==> config.mk <==
export PLATFORM = sky130hd
export DESIGN_NAME = wb_port_arbiter_flat
export DESIGN_NICKNAME = d
export VERILOG_FILES = /design/src/rtl/wb_port_arbiter_pkg.sv /design/src/rtl/wb_port_arbiter_if.sv /design/src/rtl/wb_port_arbiter_fifo.sv /design/src/rtl/wb_port_arbiter.sv /design/src/flat_wrapper.sv
export SDC_FILE = /design/constraint.sdc
export NUM_CORES = 1
export LEC_CHECK = 0
export CAP_MARGIN = 10
export CORE_MARGIN = 5
export CORE_UTILIZATION = 60
export DETAILED_ROUTE_END_ITERATION = 16
export DONT_BUFFER_PORTS = 1
export PLACE_DENSITY_LB_ADDON = 0.3
export REMOVE_ABC_BUFFERS = 1
export SLEW_MARGIN = 5
export SYNTH_ARGS = -nofsm -noshare
export SYNTH_HDL_FRONTEND = slang
export SYNTH_SLANG_ARGS = --single-unit
==> constraint.sdc <==
create_clock -name i_clk -period 3.57 [get_ports i_clk]
set_clock_uncertainty 0.05 [all_clocks]
set_input_delay 0.8925 -clock i_clk [delete_from_list [all_inputs] [get_ports i_clk]]
set_output_delay 0.8925 -clock i_clk [all_outputs]
set_load 0.05 [all_outputs]
==> src/rtl/wb_port_arbiter_pkg.sv <==
// Shared types for the register-file write-port arbiter.
// Holds width defaults, the pending-entry record and the FSM states.
package wb_arb_pkg;

    localparam int DATA_WIDTH     = 32;
    localparam int REG_ADDR_WIDTH = 5;
    localparam int STARVE_LIMIT   = 4;

    typedef struct packed {
        logic                      valid;
        logic [REG_ADDR_WIDTH-1:0] waddr;
        logic [DATA_WIDTH-1:0]     wdata;
    } pend_entry_t;

    typedef enum logic [1:0] {
        IDLE,
        PEND,
        STARVE
    } arb_state_t;

    // Register 0 never creates a dependency.
    function automatic logic idx_hit(
        input logic [REG_ADDR_WIDTH-1:0] ent,
        input logic [REG_ADDR_WIDTH-1:0] idx
    );
        return (idx != '0) && (ent == idx);
    endfunction

endpackage

==> src/rtl/wb_port_arbiter_if.sv <==
// Bus bundle between the arbiter and its write-back, MDU,
// decode and register-file neighbours.
interface wb_arb_if import wb_arb_pkg::*; #(
    parameter int DW = DATA_WIDTH,
    parameter int AW = REG_ADDR_WIDTH
);

    logic          i_RegWriteW;
    logic [AW-1:0] i_WriteRegW;
    logic [DW-1:0] i_ResultW;

    logic          i_MduValid;
    logic          o_MduReady;
    logic [AW-1:0] i_MduReg;
    logic [DW-1:0] i_MduData;

    logic [AW-1:0] i_RsD;
    logic [AW-1:0] i_RtD;
    logic [AW-1:0] i_RdD;
    logic          o_PendHitD;

    logic          o_RegWrite;
    logic [AW-1:0] o_WriteReg;
    logic [DW-1:0] o_WriteData;
    logic          o_StallReq;
    logic [1:0]    o_PendCount;

    modport master (
        output i_RegWriteW, i_WriteRegW, i_ResultW,
        output i_MduValid, i_MduReg, i_MduData,
        output i_RsD, i_RtD, i_RdD,
        input  o_MduReady, o_PendHitD,
        input  o_RegWrite, o_WriteReg, o_WriteData,
        input  o_StallReq, o_PendCount
    );

    modport slave (
        input  i_RegWriteW, i_WriteRegW, i_ResultW,
        input  i_MduValid, i_MduReg, i_MduData,
        input  i_RsD, i_RtD, i_RdD,
        output o_MduReady, o_PendHitD,
        output o_RegWrite, o_WriteReg, o_WriteData,
        output o_StallReq, o_PendCount
    );

endinterface

==> src/rtl/wb_port_arbiter_fifo.sv <==
// Two-entry FIFO of MDU results waiting for a free write port.
// Exposes per-entry destinations so decode can check against them.
module wb_pending_fifo import wb_arb_pkg::*; (
    input  logic                      i_clk,
    input  logic                      i_rst,
    input  logic                      i_push,
    input  logic                      i_pop,
    input  pend_entry_t               i_entry,
    output pend_entry_t               o_head,
    output logic [1:0]                o_count,
    output logic [1:0]                o_count_nxt,
    output logic [1:0]                o_valid,
    output logic [REG_ADDR_WIDTH-1:0] o_waddr [2]
);

    pend_entry_t ent_q [2];
    pend_entry_t ent_d [2];
    logic        rd_q, rd_d;
    logic        wr;
    logic [1:0]  cnt_q, cnt_d;
    logic        push, pop;

    assign push = i_push && (cnt_q != 2'd2);
    assign pop  = i_pop && (cnt_q != 2'd0);
    assign wr   = rd_q ^ cnt_q[0];

    always_comb begin
        ent_d = ent_q;
        rd_d  = rd_q;
        if (pop) begin
            ent_d[rd_q].valid = 1'b0;
            rd_d = ~rd_q;
        end
        if (push) begin
            ent_d[wr] = i_entry;
        end
        cnt_d = cnt_q + {1'b0, push} - {1'b0, pop};
    end

    always_ff @(posedge i_clk) begin
        if (i_rst) begin
            for (int k = 0; k < 2; k++) begin
                ent_q[k] <= '0;
            end
            rd_q  <= 1'b0;
            cnt_q <= 2'd0;
        end else begin
            ent_q <= ent_d;
            rd_q  <= rd_d;
            cnt_q <= cnt_d;
        end
    end

    always_comb begin
        o_head      = ent_q[rd_q];
        o_count     = cnt_q;
        o_count_nxt = cnt_d;
        o_valid     = {ent_q[1].valid, ent_q[0].valid};
        o_waddr[0]  = ent_q[0].waddr;
        o_waddr[1]  = ent_q[1].waddr;
    end

endmodule

==> src/rtl/wb_port_arbiter.sv <==
// Register-file write-port arbiter: pipeline write-back has priority,
// buffered MDU results drain on free cycles, starvation requests a stall.
module wb_port_arbiter import wb_arb_pkg::*; #(
    parameter int DATA_WIDTH     = wb_arb_pkg::DATA_WIDTH,
    parameter int REG_ADDR_WIDTH = wb_arb_pkg::REG_ADDR_WIDTH,
    parameter int STARVE_LIMIT   = wb_arb_pkg::STARVE_LIMIT
) (
    input logic     i_clk,
    input logic     i_rst,
    wb_arb_if.slave bus
);

    localparam int            SW    = $clog2(STARVE_LIMIT + 1);
    localparam logic [SW-1:0] LIMIT = SW'(STARVE_LIMIT);

    arb_state_t                state_q, state_d;
    logic [SW-1:0]             starve_q, starve_d;
    logic [1:0]                cnt, cnt_nxt;
    logic [1:0]                ent_valid;
    logic [REG_ADDR_WIDTH-1:0] ent_waddr [2];
    pend_entry_t               head, push_ent;
    logic                      pipe_act, drain, push;
    logic                      ready, hit;
    logic [REG_ADDR_WIDTH-1:0] wr_addr;
    logic [DATA_WIDTH-1:0]     wr_data;

    assign ready    = (cnt != 2'd2);
    assign pipe_act = bus.i_RegWriteW && (bus.i_WriteRegW != '0);
    assign drain    = !pipe_act && head.valid && !i_rst;
    // Register-0 results are accepted but never stored.
    assign push     = bus.i_MduValid && ready &&
                      (bus.i_MduReg != '0) && !i_rst;
    assign push_ent = '{valid: 1'b1,
                        waddr: bus.i_MduReg,
                        wdata: bus.i_MduData};

    wb_pending_fifo u_fifo (
        .i_clk       (i_clk),
        .i_rst       (i_rst),
        .i_push      (push),
        .i_pop       (drain),
        .i_entry     (push_ent),
        .o_head      (head),
        .o_count     (cnt),
        .o_count_nxt (cnt_nxt),
        .o_valid     (ent_valid),
        .o_waddr     (ent_waddr)
    );

    always_comb begin
        wr_addr = '0;
        wr_data = '0;
        unique case (1'b1)
            pipe_act: begin
                wr_addr = bus.i_WriteRegW;
                wr_data = bus.i_ResultW;
            end
            drain: begin
                wr_addr = head.waddr;
                wr_data = head.wdata;
            end
            default: ;
        endcase
    end

    always_comb begin
        hit = 1'b0;
        for (int k = 0; k < 2; k++) begin
            if (ent_valid[k] &&
                (idx_hit(ent_waddr[k], bus.i_RsD) ||
                 idx_hit(ent_waddr[k], bus.i_RtD) ||
                 idx_hit(ent_waddr[k], bus.i_RdD))) begin
                hit = 1'b1;
            end
        end
    end

    always_comb begin
        starve_d = starve_q;
        if (drain || cnt_nxt == 2'd0) begin
            starve_d = '0;
        end else if (cnt != 2'd0 && starve_q != LIMIT) begin
            starve_d = starve_q + 1'b1;
        end

        state_d = state_q;
        unique case (state_q)
            IDLE:    if (push) state_d = PEND;
            PEND:    if (starve_d == LIMIT) state_d = STARVE;
            STARVE:  if (drain) state_d = PEND;
            default: state_d = IDLE;
        endcase
        if (cnt_nxt == 2'd0) begin
            state_d = IDLE;
        end
    end

    always_ff @(posedge i_clk) begin
        if (i_rst) begin
            state_q  <= IDLE;
            starve_q <= '0;
        end else begin
            state_q  <= state_d;
            starve_q <= starve_d;
        end
    end

    assign bus.o_RegWrite  = pipe_act || drain;
    assign bus.o_WriteReg  = wr_addr;
    assign bus.o_WriteData = wr_data;
    assign bus.o_MduReady  = ready;
    assign bus.o_PendHitD  = hit;
    assign bus.o_PendCount = cnt;
    assign bus.o_StallReq  = (state_q == STARVE);

endmodule

==> src/flat_wrapper.sv <==
// flat-port wrapper written by rule: the top's interface ports become plain ports
module wb_port_arbiter_flat import wb_arb_pkg::*;
#(
    parameter int DATA_WIDTH     = wb_arb_pkg::DATA_WIDTH,
    parameter int REG_ADDR_WIDTH = wb_arb_pkg::REG_ADDR_WIDTH,
    parameter int STARVE_LIMIT   = wb_arb_pkg::STARVE_LIMIT
)
  (i_clk, i_rst, bus_i_RegWriteW, bus_i_WriteRegW, bus_i_ResultW, bus_i_MduValid, bus_i_MduReg, bus_i_MduData, bus_i_RsD, bus_i_RtD, bus_i_RdD, bus_o_MduReady, bus_o_PendHitD, bus_o_RegWrite, bus_o_WriteReg, bus_o_WriteData, bus_o_StallReq, bus_o_PendCount);
  wb_arb_if #(.DW(32), .AW(5)) bus_i ();
  input logic i_clk;
  input logic i_rst;
  input wire logic [$bits(bus_i.i_RegWriteW)-1:0] bus_i_RegWriteW;
  input wire logic [$bits(bus_i.i_WriteRegW)-1:0] bus_i_WriteRegW;
  input wire logic [$bits(bus_i.i_ResultW)-1:0] bus_i_ResultW;
  input wire logic [$bits(bus_i.i_MduValid)-1:0] bus_i_MduValid;
  input wire logic [$bits(bus_i.i_MduReg)-1:0] bus_i_MduReg;
  input wire logic [$bits(bus_i.i_MduData)-1:0] bus_i_MduData;
  input wire logic [$bits(bus_i.i_RsD)-1:0] bus_i_RsD;
  input wire logic [$bits(bus_i.i_RtD)-1:0] bus_i_RtD;
  input wire logic [$bits(bus_i.i_RdD)-1:0] bus_i_RdD;
  output wire logic [$bits(bus_i.o_MduReady)-1:0] bus_o_MduReady;
  output wire logic [$bits(bus_i.o_PendHitD)-1:0] bus_o_PendHitD;
  output wire logic [$bits(bus_i.o_RegWrite)-1:0] bus_o_RegWrite;
  output wire logic [$bits(bus_i.o_WriteReg)-1:0] bus_o_WriteReg;
  output wire logic [$bits(bus_i.o_WriteData)-1:0] bus_o_WriteData;
  output wire logic [$bits(bus_i.o_StallReq)-1:0] bus_o_StallReq;
  output wire logic [$bits(bus_i.o_PendCount)-1:0] bus_o_PendCount;
  assign bus_i.i_RegWriteW = bus_i_RegWriteW;
  assign bus_i.i_WriteRegW = bus_i_WriteRegW;
  assign bus_i.i_ResultW = bus_i_ResultW;
  assign bus_i.i_MduValid = bus_i_MduValid;
  assign bus_i.i_MduReg = bus_i_MduReg;
  assign bus_i.i_MduData = bus_i_MduData;
  assign bus_i.i_RsD = bus_i_RsD;
  assign bus_i.i_RtD = bus_i_RtD;
  assign bus_i.i_RdD = bus_i_RdD;
  assign bus_o_MduReady = bus_i.o_MduReady;
  assign bus_o_PendHitD = bus_i.o_PendHitD;
  assign bus_o_RegWrite = bus_i.o_RegWrite;
  assign bus_o_WriteReg = bus_i.o_WriteReg;
  assign bus_o_WriteData = bus_i.o_WriteData;
  assign bus_o_StallReq = bus_i.o_StallReq;
  assign bus_o_PendCount = bus_i.o_PendCount;
  wb_port_arbiter #(.DATA_WIDTH(DATA_WIDTH), .REG_ADDR_WIDTH(REG_ADDR_WIDTH), .STARVE_LIMIT(STARVE_LIMIT)) u_core (.i_clk(i_clk), .i_rst(i_rst), .bus(bus_i));
endmodule
==> summary.md <==
| Metric | Value |
|---|---|
| Status | complete, no violations |
| CP startpoint kind | input port |
| Skew-Pair Late Insertion Delay | 0.34 ns |
| Req. time, crit path | 2.63 ns |
| DR iter-0 viols | 146 |
| Layout Nets | 684 |
| Fin area | 5110 µm² |
| Tmin final | 3.43 ns |
| Relative slew slack | 24.6% |
| Setup-failing EPs final | 0 |
| First-pass GRT wire length | 18.9 mm |
| Fin. max-slew vios | 0 |
| Vias in the first global route | 4057 |
| Fmax | 292 MHz |
| Slew @ Worst Pin | 1.13 ns |
| Hpwl dp | 8.26 mm |
| Internal power | 1430 µW |
| Clk slew on worst S/H paths | 0.09 ns |
| Vias per cell | 5.83 |
| Die area | 9210 µm² |
| Sequential share of power | 48.8% |
| Final Hold Fails | 0 |
| Register area share after synthesis | 37.9% |
| Max Cap Viol | 0 |
| Setup CP Type | in2out |
| Post-CTS Resized | 0 |
| Initial antenna violation count | 0 |
| DRT Wirelength | 11.8 mm |
| Root Buffer | clkbuf_8 |
| TritonCTS clock tree | done |
| Total GRT Usage | 25.8% |
| Synth Area per Inst | 7.65 µm² |
| First-pass DRT Iterations | 4 |
| Cell count after synthesis | 579 |
| #FFs+latches synth | 84 |
| Antenna viol nets, final | 0 |
| CTS sink cnt | 84 |
| Row cnt | 31 |
| Critical path buffers and inverters | 2 |
| Die X-Extent | 95.9 µm |
| CP endpoint kind | output pin |
| Die Y | 95.9 µm |
| Layout overhead on the synthesized area | 15.4% |
| Number of buffers created by CTS | 9 |
| Worst path cell trace | or4_4 > o21a_4 > buf_12 > o31ai_2 > buf_4 |
| Max stage delay on crit path | 0.53 ns |
| Setup Buffers After CTS | 0 |
| Cell family with most CP delay | compound AO/OA/AOI/OAI gates |
| Pwr Total | 2070 µW |
| Congestion Overflow GR | 0 |
| P_sw | 633 µW |
| Routability cong. | 0.840 |
| Number of port buffers | 0 |
| Worst EP arrival | 2.48 ns |
| Worst-path maximum fanout | 28 |
| Largest net degree at the start of global routing | 85 |
| Sw frac | 30.6% |
| Buffer levels on the longest clock path | 2 |
| Placed Area | 4920 µm² |
| PD cells | 404 nW/µm² |
| H-tree Lvls | 3 |
| Hold WS | 0.402 ns |
| # hold bufs at CTS | 0 |
| Most frequent cells in the layout | nand2_1, dfxtp_1, a21oi_1 |
| Min-Delay Path Class | reg2reg |
| Pleak | 0.00174 µW |
| Combinational power share | 18.9% |
| DRC errors left | 0 |
| Mapped Area | 4430 µm² |
| Vias | 4037 |
| IO Count | 136 |
| Yosys cell types | 35 |
| ANT cells | 0 |
| Final worst-path cycle share | 95.9% |
| RSZ-0062 raised after global routing | no |
| Share of cells above drive strength 1 | 18.2% |
| Commonest non-fill, non-tap cell in the layout | nand2_1 |
| Core Footprint | 7210 µm² |
| Avg WL per Cell | 17.1 µm |
| Clock share of power | 32.3% |
| Filler instances | 613 |
| Slowest-stage cell, CP | or4_4 |
| Peak supply drop | 0.000253 V |
| Synth Warn # | 0 |
| Initial Util | 61.4% |
==> kinds of logic (layout without fill, tap and decap cells) <==
group	count (synthesis)	after routing	synth area share [%]
AND/OR/NAND/NOR	231	231	21.4
adder cells (fa/ha/maj)	3	3	0.847
multiplexers	39	39	8.81
XOR/XNOR	37	37	7.31
buffers and inverters	55	69	5.42
AO/OA/AOI/OAI	130	130	18.3
flip-flops	84	84	37.9
==> synthesized netlist by cell type <==
| library cell | instances | area, µm² |
|---|---|---|
| or3_1 | 1 | 6.26 |
| o31ai_1 | 37 | 278 |
| or4_1 | 3 | 22.5 |
| or4_4 | 2 | 22.5 |
| nand2b_1 | 4 | 25.0 |
| and3_1 | 1 | 6.26 |
| o21ai_0 | 5 | 25.0 |
| o21a_1 | 1 | 7.51 |
| inv_1 | 5 | 18.8 |
| mux2i_1 | 39 | 390 |
| nand2_1 | 189 | 709 |
| a221oi_1 | 1 | 8.76 |
| or2_2 | 1 | 6.26 |
| buf_1 | 4 | 15.0 |
| nand3b_1 | 2 | 15.0 |
| nor4_1 | 6 | 37.5 |
| a221oi_2 | 2 | 30.0 |
| o2111ai_4 | 1 | 26.3 |
| clkbuf_1 | 31 | 116 |
| dfxtp_1 | 84 | 1680 |
| nand3_1 | 6 | 30.0 |
| ha_1 | 3 | 37.5 |
| o21ai_2 | 1 | 8.76 |
| o211ai_1 | 2 | 15.0 |
| xnor2_1 | 21 | 184 |
| o2111ai_1 | 1 | 8.76 |
| buf_4 | 6 | 45.0 |
| nor2b_1 | 1 | 6.26 |
| xor2_1 | 16 | 140 |
| a21oi_1 | 77 | 385 |
| or3b_1 | 1 | 8.76 |
| nor2_1 | 14 | 52.6 |
| buf_2 | 9 | 45.0 |
| o21bai_1 | 1 | 7.51 |
| a2bb2oi_1 | 1 | 8.76 |
==> metrics by stage <==
stage | TNS [ns] | utilization (%) | cells | setup slack (ns)
after global placement | 0 | 68.2 | 676 | 0.181
after CTS | 0 | 70.9 | 692 | 0.142
after detailed placement | 0 | 68.2 | 676 | 0.156
final | 0 | 70.9 | 692 | 0.145
after floorplan | -34.84 | - | 529 | -0.956
after global routing | 0 | 70.9 | 692 | 0.0899
==> power by group through the flow <==
stage	Sequential, µW	Clock [µW]	Combinational (µW)
after floorplan	1030	0	264
after global placement	1030	0	381
after detailed placement	1030	0	392
after CTS	1010	682	393
after global routing	1010	723	423
final	1010	669	391
==> layout make-up <==
cell class	count	area, µm²	area share, %
Inverter	5	18.8	0.367
Multi-Input combinational cell	440	2700	52.7
Clock buffer	11	131	2.57
Sequential cell	84	1680	32.9
Tap cell	99	124	2.42
Clock inverter	5	62.6	1.22
Timing Repair Buffer	48	398	7.78
==> per-layer routing <==
layer	wire length, µm	vias up	GRT usage (%)	part of all wire [%]
li1	-	1968	-	-
met1	4640	1894	30.9	39
met2	6040	155	43.6	51
met3	956	20	6.18	8.1
met4	211	0	12.1	1.8
met5	0	-	0	0
==> worst min-delay path, stage by stage, from the launching register on <==
cell and delay [ns]:
dfxtp_1 0.32, nand2_1 0.05, a21oi_1 0.05
==> sequential cells by signal, indices dropped and copies added (netlist names) <==
| signal | flops |
|---|---|
| u_core.starve_q | 3 |
| u_core.state_q | 2 |
| u_core.u_fifo.o_waddr | 10 |
| u_core.u_fifo.rd_q | 1 |
| u_core.u_fifo.ent_q | 64 |
| u_core.u_fifo.o_count | 2 |
| u_core.u_fifo.o_valid | 2 |
==> path summary, 6_finish.rpt <==
path	start	to	slack, ns	depth (start not counted)
worst min-delay path	u_core.u_fifo.ent_q[39]	u_core.u_fifo.ent_q[39]	0.40	2
worst max-delay path	bus_i_WriteRegW[4]	bus_o_WriteData[4]	0.14	5
worst max register to register	u_core.u_fifo.o_count[1]	u_core.state_q[1]	1.11	7
worst min register to register	u_core.u_fifo.ent_q[39]	u_core.u_fifo.ent_q[39]	0.40	2
(Power assumes the default switching activity.)
